## src/rtl/seq_computer_pkg.sv

```systemverilog
// rtl/seq_computer_pkg.sv - opcodes, instruction fields and FSM states for seq_computer
package seq_computer_pkg;

  localparam logic [3:0] OP_NOP  = 4'd0;
  localparam logic [3:0] OP_ADD  = 4'd1;
  localparam logic [3:0] OP_SUB  = 4'd2;
  localparam logic [3:0] OP_AND  = 4'd3;
  localparam logic [3:0] OP_OR   = 4'd4;
  localparam logic [3:0] OP_XOR  = 4'd5;
  localparam logic [3:0] OP_SHL  = 4'd6;
  localparam logic [3:0] OP_SHR  = 4'd7;
  localparam logic [3:0] OP_OUT  = 4'd8;
  localparam logic [3:0] OP_HALT = 4'd15;

  localparam int OPC_LSB = 0;
  localparam int RD_LSB  = 4;
  localparam int RS1_LSB = 6;
  localparam int RS2_LSB = 8;
  // Bits above this are never decoded, so memory only keeps the low part.
  localparam int INSTR_W = 10;

  typedef enum logic [1:0] {
    ST_IDLE,
    ST_FETCH,
    ST_EXEC
  } state_t;

  function automatic logic op_is_illegal(input logic [3:0] op);
    return (op >= 4'd9) && (op <= 4'd14);
  endfunction

  function automatic logic op_writes_reg(input logic [3:0] op);
    return (op >= OP_ADD) && (op <= OP_SHR);
  endfunction

endpackage

```

## src/rtl/seq_alu.sv

```systemverilog
// rtl/seq_alu.sv - combinational ALU for seq_computer
module seq_alu
  import seq_computer_pkg::*;
#(
  parameter int WIDTH = 32
) (
  input  logic [3:0]       op,
  input  logic [WIDTH-1:0] a,
  input  logic [WIDTH-1:0] b,
  output logic [WIDTH-1:0] result
);

  logic [4:0] amt;

  always_comb begin
    amt    = 5'(32'(b[4:0]) % WIDTH);
    result = '0;
    case (op)
      OP_ADD:  result = a + b;
      OP_SUB:  result = a - b;
      OP_AND:  result = a & b;
      OP_OR:   result = a | b;
      OP_XOR:  result = a ^ b;
      OP_SHL:  result = a << amt;
      OP_SHR:  result = a >> amt;
      default: result = '0;
    endcase
  end

endmodule

```

## src/rtl/seq_computer.sv

```systemverilog
// rtl/seq_computer.sv - loadable-program sequential computer with fetch/exec FSM
module seq_computer
  import seq_computer_pkg::*;
#(
  parameter int WIDTH  = 32,
  parameter int DEPTH  = 8,
  parameter int ADDR_W = $clog2(DEPTH)
) (
  input  logic              clk,
  input  logic              reset,
  input  logic              load_en,
  input  logic [ADDR_W-1:0] address,
  input  logic [31:0]       instruction,
  input  logic              start,
  input  logic [WIDTH-1:0]  x,
  input  logic [WIDTH-1:0]  y,
  output logic [WIDTH-1:0]  out,
  output logic              out_valid,
  output logic              busy,
  output logic              done,
  output logic              err
);

  state_t              state, state_nxt;
  logic [ADDR_W-1:0]   pc;
  logic [INSTR_W-1:0]  ir;
  logic [INSTR_W-1:0]  mem [DEPTH];
  logic [WIDTH-1:0]    regs [4];

  logic [3:0]          op;
  logic [1:0]          rd, rs1, rs2;
  logic [WIDTH-1:0]    alu_result;
  logic                illegal, stop;
  logic                unused_instr_bits;

  assign unused_instr_bits = ^instruction[31:INSTR_W];

  assign op  = ir[OPC_LSB +: 4];
  assign rd  = ir[RD_LSB +: 2];
  assign rs1 = ir[RS1_LSB +: 2];
  assign rs2 = ir[RS2_LSB +: 2];

  // The last word ends the run even without HALT; the PC never wraps.
  assign illegal = op_is_illegal(op);
  assign stop    = illegal || (op == OP_HALT) || (pc == ADDR_W'(DEPTH - 1));
  assign busy    = (state != ST_IDLE);

  seq_alu #(.WIDTH(WIDTH)) u_alu (
    .op     (op),
    .a      (regs[rs1]),
    .b      (regs[rs2]),
    .result (alu_result)
  );

  always_ff @(posedge clk or negedge reset) begin
    if (!reset) state <= ST_IDLE;
    else        state <= state_nxt;
  end

  always_comb begin
    state_nxt = state;
    case (state)
      ST_IDLE:  if (start) state_nxt = ST_FETCH;
      ST_FETCH: state_nxt = ST_EXEC;
      ST_EXEC:  state_nxt = stop ? ST_IDLE : ST_FETCH;
      default:  state_nxt = ST_IDLE;
    endcase
  end

  always_ff @(posedge clk or negedge reset) begin
    if (!reset) begin
      pc        <= '0;
      ir        <= '0;
      out       <= '0;
      out_valid <= 1'b0;
      done      <= 1'b0;
      err       <= 1'b0;
      for (int i = 0; i < 4; i++)     regs[i] <= '0;
      for (int i = 0; i < DEPTH; i++) mem[i]  <= '0;
    end else begin
      out_valid <= 1'b0;
      case (state)
        ST_IDLE: begin
          // A load on the start edge lands before the first fetch reads memory.
          if (load_en) mem[address] <= instruction[INSTR_W-1:0];
          if (start) begin
            pc      <= '0;
            regs[0] <= x;
            regs[1] <= y;
            done    <= 1'b0;
            err     <= 1'b0;
          end
        end
        ST_FETCH: ir <= mem[pc];
        ST_EXEC: begin
          if (op_writes_reg(op)) regs[rd] <= alu_result;
          if (op == OP_OUT) begin
            out       <= regs[rs1];
            out_valid <= 1'b1;
          end
          if (stop) begin
            done <= 1'b1;
            err  <= illegal;
          end else begin
            pc <= pc + ADDR_W'(1);
          end
        end
        default: ;
      endcase
    end
  end

endmodule

```

## config.mk

```make
export PLATFORM = sky130hd
export DESIGN_NAME = seq_computer
export DESIGN_NICKNAME = d
export VERILOG_FILES = /design/src/rtl/seq_computer_pkg.sv /design/src/rtl/seq_alu.sv /design/src/rtl/seq_computer.sv
export SDC_FILE = /design/constraint.sdc
export NUM_CORES = 1
export LEC_CHECK = 0
export CELL_PAD_IN_SITES_DETAIL_PLACEMENT = 1
export CELL_PAD_IN_SITES_GLOBAL_PLACEMENT = 1
export CORE_MARGIN = 2
export CORE_UTILIZATION = 30
export CTS_CLUSTER_DIAMETER = 80
export DETAILED_ROUTE_END_ITERATION = 8
export PLACE_DENSITY_LB_ADDON = 0.1
export SLEW_MARGIN = 15
export SYNTH_ARGS = -nofsm -noshare
export SYNTH_HDL_FRONTEND = slang
export SYNTH_HIERARCHICAL = 1
export SYNTH_SLANG_ARGS = --single-unit
```

## constraint.sdc

```tcl
create_clock -name clk -period 5.95 [get_ports clk]
set_input_delay 0.8925 -clock clk [delete_from_list [all_inputs] [get_ports clk]]
set_output_delay 0.8925 -clock clk [all_outputs]
set_load 0.005 [all_outputs]
```

# Word-level counts from Yosys, hierarchy flattened
# Cells that the tools add are included.
dict set report word_totals {
  input_bits 103
  ramBits 0
  register_bits 258
  n_memories 0
  rom_bits 0
  latch_bits 0
  word_cells 106
}
dict set report classes {
  n_shift 2
  eq_ne 16
  add_sub_neg 3
  n_mul 0
  muxes 32
  order_cmp 11
  div_mod_pow 0
  bitwise 8
  reduce_logical 15
}
# op count
set ops {}
lappend ops {{32-bit case mux with 7 select lines} 1}
lappend ops {{32-bit two-way mux} 5}
lappend ops {{32-bit binary-select mux with 2-bit select} 2}
lappend ops {{128-bit bitwise mux} 1}
lappend ops {{128-bit two-way mux} 1}
lappend ops {{64-bit case mux with 2 select lines} 1}
lappend ops {{80-bit bitwise mux} 1}
lappend ops {{32-bit demux with 2-bit select} 1}
lappend ops {{64-bit two-way mux} 1}
lappend ops {{32-bit adder} 1}
lappend ops {{32-bit bitwise AND} 1}
lappend ops {{32-bit bitwise OR} 1}
lappend ops {{32-bit by 5-bit left shift with 32-bit output} 1}
lappend ops {{32-bit by 5-bit right shift with 32-bit output} 1}
lappend ops {{32-bit subtractor} 1}
lappend ops {{32-bit XOR} 1}
lappend ops {{10-bit binary-select mux with 3-bit select} 1}
lappend ops {{10-bit demux with 3-bit select} 1}
lappend ops {{10-bit two-way mux} 3}
lappend ops {{4-bit by 3-bit == test with 1-bit output, second input constant} 4}
lappend ops {{4-bit >= comparator, second input constant} 3}
lappend ops {{3-bit >= comparator, second input constant} 3}
lappend ops {{2-bit inverter with 3-bit output} 3}
lappend ops {{3-bit AND reduction} 3}
lappend ops {{25 further kinds} 45}

# Longest topological paths before layout
# Gate-level depths: netlist (run 1).
dict set report logic_depth {
  depth_word 9
  depth_mapped 23
  mapped_depth_nobuf 18
}

# Modules after synthesis
# Netlist (run 1), hierarchy kept.
# mod seq_area_each_um2 cells_per_inst n_inst area_per_inst_um2
set by_module_without_submodules {}
lappend by_module_without_submodules {seq_computer 6456.2 807 1 12492.0}
lappend by_module_without_submodules {seq_alu 0.0 1103 1 7534.7}

# Worst setup path after synthesis (run 1)
# No wires, ideal clock.
dict set report synth_timing {
  kind {register to register}
  startpoint {register ir[8]}
  endpoint {register regs[127] (netlist bit)}
  setup_slack_ns 0.236
  setup_ns 0.123
  stages_incl_launch_ff 24
  synth_period_minus_slack_ns 5.714
  arrival_time_ns 5.592
  cell_sequence {dfrtp_1 -> clkbuf_1 -> mux4_2 -> buf_2 -> inv_1 -> buf_2 -> buf_1 -> ha_1 -> nand4_1 -> nor3b_1 -> nand3_1 -> o41ai_1 -> xnor2_1 -> ha_1 -> clkbuf_1 -> a21o_1 -> a31oi_1 -> nor2b_1 -> o21ai_0 -> a221o_2 -> a41oi_1 -> nand4b_1 -> nand3_1 -> o221a_2}
}
dict set report synth_via {
  elab_chain_cells 9
  elab_cells_between_ends 15
}
# element line_no
set synth_lines {}
lappend synth_lines {{start, declared} seq_computer.sv:26} ;# logic [INSTR_W-1:0] ir;
lappend synth_lines {{start signal, assigned} seq_computer.sv:94} ;# ST_FETCH: ir <= mem[pc];
lappend synth_lines {{2-bit inverter with 3-bit output (not written as such) *} seq_computer.sv:51} ;# .b (regs[rs2]),
lappend synth_lines {{32-bit binary-select mux with 2-bit select *} seq_computer.sv:51}
lappend synth_lines {{32-bit two-way mux (not written as such) * (2 in a row)} seq_computer.sv:51}
lappend synth_lines {{32-bit subtractor (tied with other cells)} seq_alu.sv:20} ;# OP_SUB: result = a - b;
lappend synth_lines {{32-bit case mux with 7 select lines *} seq_alu.sv:18} ;# case (op)
lappend synth_lines {{via alu_result[31]} seq_computer.sv:32} ;# logic [WIDTH-1:0] alu_result;
lappend synth_lines {{128-bit bitwise mux *} seq_computer.sv:96} ;# if (op_writes_reg(op)) regs[rd] <= alu_result;
lappend synth_lines {{128-bit two-way mux *} seq_computer.sv:96}
lappend synth_lines {{64-bit case mux with 2 select lines *} seq_computer.sv:82} ;# case (state)
lappend synth_lines {{end signal, assigned by index} seq_computer.sv:96}
lappend synth_lines {{end, declared} seq_computer.sv:28} ;# logic [WIDTH-1:0] regs [4];
# Mark *: on every way through the listed nets, which the timed path passes. The rest lies on a longest branch. The select of a mux whose other input is x is not followed.
# A chain may end at the register's enable or synchronous reset.

# Final worst setup path (run 1)
dict set report layout_timing {
  startpoint {register ir[8]}
  endpoint {register regs[95] (netlist bit)}
}
# Same word-level chain as after synthesis.

==> metrics.md, run 1 <==
| Metric | Value |
|---|---|
| Worst rel slew slack | 0.2370 |
| Main synth FF type | dfrtp_1 |
| Root buffer cell | clkbuf_16 |
| Setup_tns | 0 ns |
| Die area | 68840 sq um |
| EDFF count, synth | 0 |
| Crit path time final | 5.499 ns |
| Share of cells above drive strength 1 | 0.2051 |
| Synth cell count leaders | dfrtp_1 (258), mux2_2 (146), nor2_1 (134), o21ai_0 (112), nand2_1 (111) |
| CTS buffer count | 34 |
| Max cap viols | 0 |
| I/O pins | roughly 140 |
| Largest net degree at the start of global routing | 93 |
| Row cnt | 94 |
| Antenna viol nets, final | 0 |
| Sink Count | about 260 |
| Die height | 262.4 microns |
| Most frequent cell after synthesis | dfrtp_1 |
| Clock skew | 0.03550 ns |
| CP most frequent cell | buf_4 |
| Clk buf depth | 3 |
| NumNets Final | 2185 |
| Synth Warn # | 6 |
| Yosys cell types | 93 |
| Async set-reset flop share out of synthesis | 1.000 |
| CTS tree | yes |
| Crit path largest cell delay | around 0.58 ns |
| Crit end category | register |
| Final clock period utilization by the worst path | 0.9242 |
| First-pass GRT wire length | ~120000 microns |
| Startpoint Class | register |
| Mapped Nets | 2113 |
| Post-synthesis sequential area ratio | 0.3224 |
| Routed vias | 16583 |
| Post-detailed-route wirelength per cell | 27.21 microns |
| Worst Tran Pin Value | 1.136 ns |
| Core Region | 65980 sq um |
| Post-detail-place hpwl | approximately 58000 microns |
| Cell Area, Synth | roughly 20000 sq um |
| Mean Syn Cell Area | 10.49 sq um |
| Max-slew violation count | 0 |
| Worst Path Required | between 6 and 7 ns |
| WP data arrival | 5.95 ns |
| DRT iter0 DRCs | a little under 1000 |
| H-tree levels | 2 |
| Remaining DRCs | 0 |
| CTS clk-pin slew, worst paths | 0.06 ns |
| Run status | finished clean |
| Biggest area consumer among synthesized cells | dfrtp_1 |
| Hold Crit Class | primary input to asynchronous set/reset pin |
| Input/output buffers | about 120 |
| Congestion Overflow GR | 0 |
| Die Wd | 262.4 microns |
| RSZ-0062 raised after global routing | false |
| Initial Utilization | 0.3035 |
| Max FO, Critical Path | 9 |
| Fmax | around 0.18 GHz |
| Gr usage total | 0.2261 |
| Area Overhead vs Synth | 16.17% |
| Cell Chain, Critical Path | buf_4 -> buf_4 -> mux4_2 -> or4_4 -> or3_4 -> or3_1 -> o31ai_1 -> xnor2_1 -> ha_1 -> a21oi_1 -> inv_1 -> a221o_2 -> a41oi_1 -> nand4b_1 -> nand3_1 -> o221a_2 |
| R2R depth | 16 |
| Synth Register Bits | 258 |
| Clk_lat worst skew | 0.57 ns |
| Diode count | 0 |
| Vias in the first global route | 17529 |
| Detailed Route WL | 78040 microns |
| Ranking of synthesized cells by area | dfrtp_1 (32%), mux4_2 (12%), mux2_2 (8.2%), ha_1 (6.2%), o221a_1 (3.4%) |
| Crit-path slowest cell | mux4_2 |
| Critical path type | register to register |
| Final setup vio count | 0 |
| Post-synth top area share | 0.3224 |
| Fin. Hold Viols | 0 |
| Initial antenna violation count | 2 |
| Global placer's final weighted congestion | 0.9067 |
| Drt pass-1 iters | 5 |
| Vias per inst | 5.782 |
| Synth Instances | roughly 1900 |
## worst max-delay path: cells and delay by family (launching register included)
| family | cells | cell delay (ns) |
|---|---|---|
| buf+inv | 3 | 0.57 |
| simple gates | 5 | 1.69 |
| fa+ha+maj | 1 | 0.31 |
| mux | 1 | 0.58 |
| compound gates | 5 | 1.51 |
| xor+xnor | 1 | 0.16 |
| flops | 1 | 0.53 |
## routing by layer
layer | vias to the layer above | track usage | share of wire
li1 | 7427 | - | -
met1 | 8717 | 0.3242 | 0.48
met4 | 0 | 0.04209 | 0.015
met3 | 67 | 0.02802 | 0.042
met5 | - | 0 | 0
met2 | 372 | 0.3681 | 0.47
## state kept, by name, summed over array words and instances, names as in the netlist
register	flops
out	32
pc	3
ir	10
done	1
out_valid	1
state	2
mem	80
err	1
regs	128
## layout by cell type, fill, tap and decap left out, drive strengths merged, types with 6 or more instances in the layout
cell type,instances
xnor2,38
a221oi,11
and3,8
o31ai,14
clkdlybuf4s50,115
dfrtp,258
nand2,111
o221a,65
nor2b,8
mux4,107
xor2,13
nand3,23
o221ai,8
a22oi,22
or4,6
nand4,10
buf,66
nor3,29
a21o,81
mux2i,66
or3,9
mux2,188
a31oi,15
a21oi,87
o2111ai,6
o22ai,9
o21ai,120
inv,78
a211o,9
o211ai,21
o21a,8
nor2,135
nand2b,15
a211oi,22
ha,99
clkbuf,48
clkinv,7
a221o,6
## path summary, 6_finish.rpt
| check | end | slack [ns] | from |
|---|---|---|---|
| max in group asynchronous | mem[55] | 4.45 | reset |
| min in group clk | mem[22] | 0.48 | mem[22] |
| min reg2reg | mem[22] | 0.48 | mem[22] |
| max | regs[95] | 0.45 | ir[8] |
| min | out[8] | 0.26 | reset |
| max reg2reg | regs[95] | 0.45 | ir[8] |
## layout make-up
cell class,count,area [sq um]
fill,7211,42720
multi-input combinational,1430,12650
sequential,258,6459
timing repair buffer,181,1692
tap,864,1081
clock buffer,48,963.4
inverter,77,289.0
clock inverter,10,127.6
## stage by stage
stage               cell area (sq um)  utilization  worst slack (ns)  hold WS (ns)  std cells
finish                          23260       0.3526            0.4512        0.2616       2868
global route                    23260       0.3526           0.09446        0.2697       2868
CTS                             23260       0.3526            0.3064        0.2664       2868
detailed placement              22170       0.3361            0.3421        0.4747       2810
global placement                22170       0.3361            0.4124        0.4624       2810
floorplan                       20030            -            0.2357        0.4524       1910
## cell families after synthesis
kind of cell,Yosys count,synth area share
buf+inv,222,0.04823
fa+ha+maj,100,0.06285
xor+xnor,51,0.02230
flops,258,0.3224
mux,361,0.2590
compound gates,544,0.1962
simple gates,374,0.08897
## timing repair
action,4_1_cts,5_1_grt
endpoints found under the setup margin,0,4
hold buffers,0,0
gates resized for setup,0,1
setup buffers,0,0
Power of run 1 is left out: the tool's default activity adds up to more than one toggle a clock period on the data nets, which glitch-free logic cannot reach.
==> run 2: changes to the inputs <==
Settings changed: CORE_MARGIN 2 to not set, CORE_UTILIZATION 30 to 28.
Clock period 5.95 ns to 5.1 ns, I/O delays scaled along.
==> run 2 against run 1 <==
Effect of this change:
- non-clock buffer count increased by 109
- flip-flop and latch count unchanged
- via count increased by 2.7%
- clock skew decreased by 0.0096 ns
- critical endpoint is now regs[26]
- highest routed layer unchanged
- final cell count increased by 6.6%
- sequential share of layout area decreased by 1.5 points
- worst hold slack got worse by 0.10 ns
- first-iteration DRC count increased by 11%
- clock-buffer cell count increased by 1
==> metrics.md, run 2 (same netlist as run 1, synthesis figures left out) <==
| Metric | Value |
|---|---|
| Die height | 269.4 microns (+2.7%) |
| Worst rel slew slack | 0.2119 (-0.02513) |
| CTS clk-pin slew, worst paths | 0.06 ns (about the same) |
| Placed inst area | 23060 sq um (+4.0%) |
| Antenna viol nets, final | 0 (unchanged) |
| Remaining DRCs | 0 (unchanged) |
| Core Region | 70390 sq um (+6.7%) |
| Post-route cell area | 24600 sq um (+5.7%) |
| Initial antenna violation count | 1 (-1) |
| CTS buffer count | 35 (+2.9%) |
| Area Overhead vs Synth | 22.85% |
| Share of cells above drive strength 1 | 0.2717 (+0.06665) |
| Biggest register | regs |
| Clk buf depth | 3 (unchanged) |
| Initial Utilization | 0.2845 (-0.01902) |
| Clock skew | 0.02592 ns (-0.009577 ns) |
| Row cnt | 97 (+3.2%) |
| Routed vias | 17034 (+2.7%) |
| Worst Path Required | 5.53 ns (-0.87 ns) |
| First-pass GRT wire length | 123700 microns (+4.2%) |
| Crit end category | register |
| RSZ-0062 raised after global routing | true |
| Startpoint Class | register |
| Max FO, Critical Path | 7 (-2) |
| Max cap viols | 0 (unchanged) |
| Drt pass-1 iters | 5 (unchanged) |
| Sink Count | 258 (unchanged) |
| Most frequent cells in the layout | dfrtp_1 (256), buf_4 (163), mux2_2 (144) |
| Hold Crit Class | primary input to asynchronous set/reset pin |
| R2R depth | 19 (+3) |
| Max reg flops | 128 (unchanged) |
| Fin. Hold Viols | 0 (unchanged) |
| Final clock period utilization by the worst path | 0.9699 (+0.04575) |
| Worst Tran Pin Value | 1.176 ns (+0.03982 ns) |
| I/O pins | 139 (unchanged) |
| FF/Latch Area | 6459 sq um (unchanged) |
| CTS tree | yes |
| Post-detailed-route wirelength per cell | 26.78 microns (-1.6%) |
| Final setup vio count | 0 (unchanged) |
| Largest net degree at the start of global routing | 91 (-2.2%) |
| Run status | finished clean |
| Setup_tns | 0 ns (unchanged) |
| FILL cells | 7861 (+9.0%) |
| Hold_ws | 0.1570 ns (-0.1046 ns) |
| Non-Filler Instances | 3056 (+6.6%) |
| DRT iter0 DRCs | 1093 (+11%) |
| Input/output buffers | 116 (unchanged) |
| Area occupied by multi-input gates | 12940 sq um (+2.2%) |
| Detailed Route WL | 81840 microns (+4.9%) |
| Fmax | 0.2022 GHz (+11%) |
| Die Wd | 269.4 microns (+2.7%) |
| Root buffer cell | clkbuf_16 |
| Die area | 72600 sq um (+5.5%) |
| Global placer's final weighted congestion | 0.8917 (-1.7%) |
| NumNets Final | 2295 (+5.0%) |
| Congestion Overflow GR | 0 (unchanged) |
| WP data arrival | 5.38 ns (-0.57 ns) |
| Vias per inst | 5.574 (-3.6%) |
| Gr usage total | 0.2240 (-0.002103) |
| Top Registers | regs (128), mem (80), out (32) |
| Max-slew violation count | 0 (unchanged) |
| Post-cts hold buffer count | 0 (unchanged) |
| Diode count | 0 (unchanged) |
| Commonest non-fill, non-tap cell in the layout | dfrtp_1 |
| Post-detail-place hpwl | 61160 microns (+5.5%) |
| Clk_lat worst skew | 0.56 ns (about the same) |
| Crit path time final | 4.947 ns (-0.5522 ns) |
| Cells after DPL | 2981 (+6.1%) |
| Critical path type | register to register |
| Vias in the first global route | 18228 (+4.0%) |
| H-tree levels | 2 (unchanged) |
==> run 2: final timing paths <==
check	start	end	slack (ns)
worst max-delay path	ir[8]	regs[26]	0.15
worst min register to register	mem[26]	mem[26]	0.48
min in group clk	mem[26]	mem[26]	0.48
max in group asynchronous	reset	mem[73]	3.79
worst min-delay path	reset	out[7]	0.16
worst max register to register	ir[8]	regs[26]	0.15
==> run 2: critical path, stage by stage (launching register included) <==
cell and delay (ns):
dfrtp_2 0.42, buf_12 0.15, mux4_2 0.52, or4_4 0.60, nor3_4 0.18, buf_4 0.17
nand4_4 0.14, o21ai_1 0.18, xnor2_1 0.16, ha_1 0.33, buf_4 0.17, a21o_1 0.17
a21o_1 0.18, a21oi_2 0.17, nor3_1 0.11, a2111oi_0 0.36, buf_4 0.21, nand3_2 0.12
buf_4 0.19, mux2_1 0.27
==> run 2: final cells by class <==
| type | count | share of cell area |
|---|---|---|
| multi-input combinational | 1430 | 0.5259 |
| sequential | 258 | 0.2625 |
| timing repair buffer | 290 | 0.1054 |
| tap | 940 | 0.04781 |
| clock buffer | 49 | 0.04099 |
| inverter | 77 | 0.01185 |
| clock inverter | 12 | 0.005594 |
==> run 2: metrics by stage <==
stage | utilization | worst slack, ns
after floorplan | - | 0.02141
after global placement | 0.3276 | -0.2225
after detailed placement | 0.3276 | -0.2884
after CTS | 0.3453 | -0.0009548
after global routing | 0.3495 | -0.09616
final | 0.3495 | 0.1534
==> run 2: per-layer routing <==
metal / global-route usage / wire length [microns] / share of wire
met1: 0.3206 / 39160 / 0.48
met5: 0 / 0 / 0
met4: 0.04426 / 1427 / 0.017
met2: 0.3651 / 38080 / 0.47
met3: 0.02324 / 3167 / 0.039
==> run 2: repair_timing <==
| item | CTS | global route |
|---|---|---|
| gates resized for setup | 17 | 49 |
| setup endpoints to repair | 26 | 56 |
| buffers inserted | 3 | 11 |
| pin swaps | 8 | 28 |
| gates cloned | 0 | 0 |
Power of run 2 is left out for the same reason.
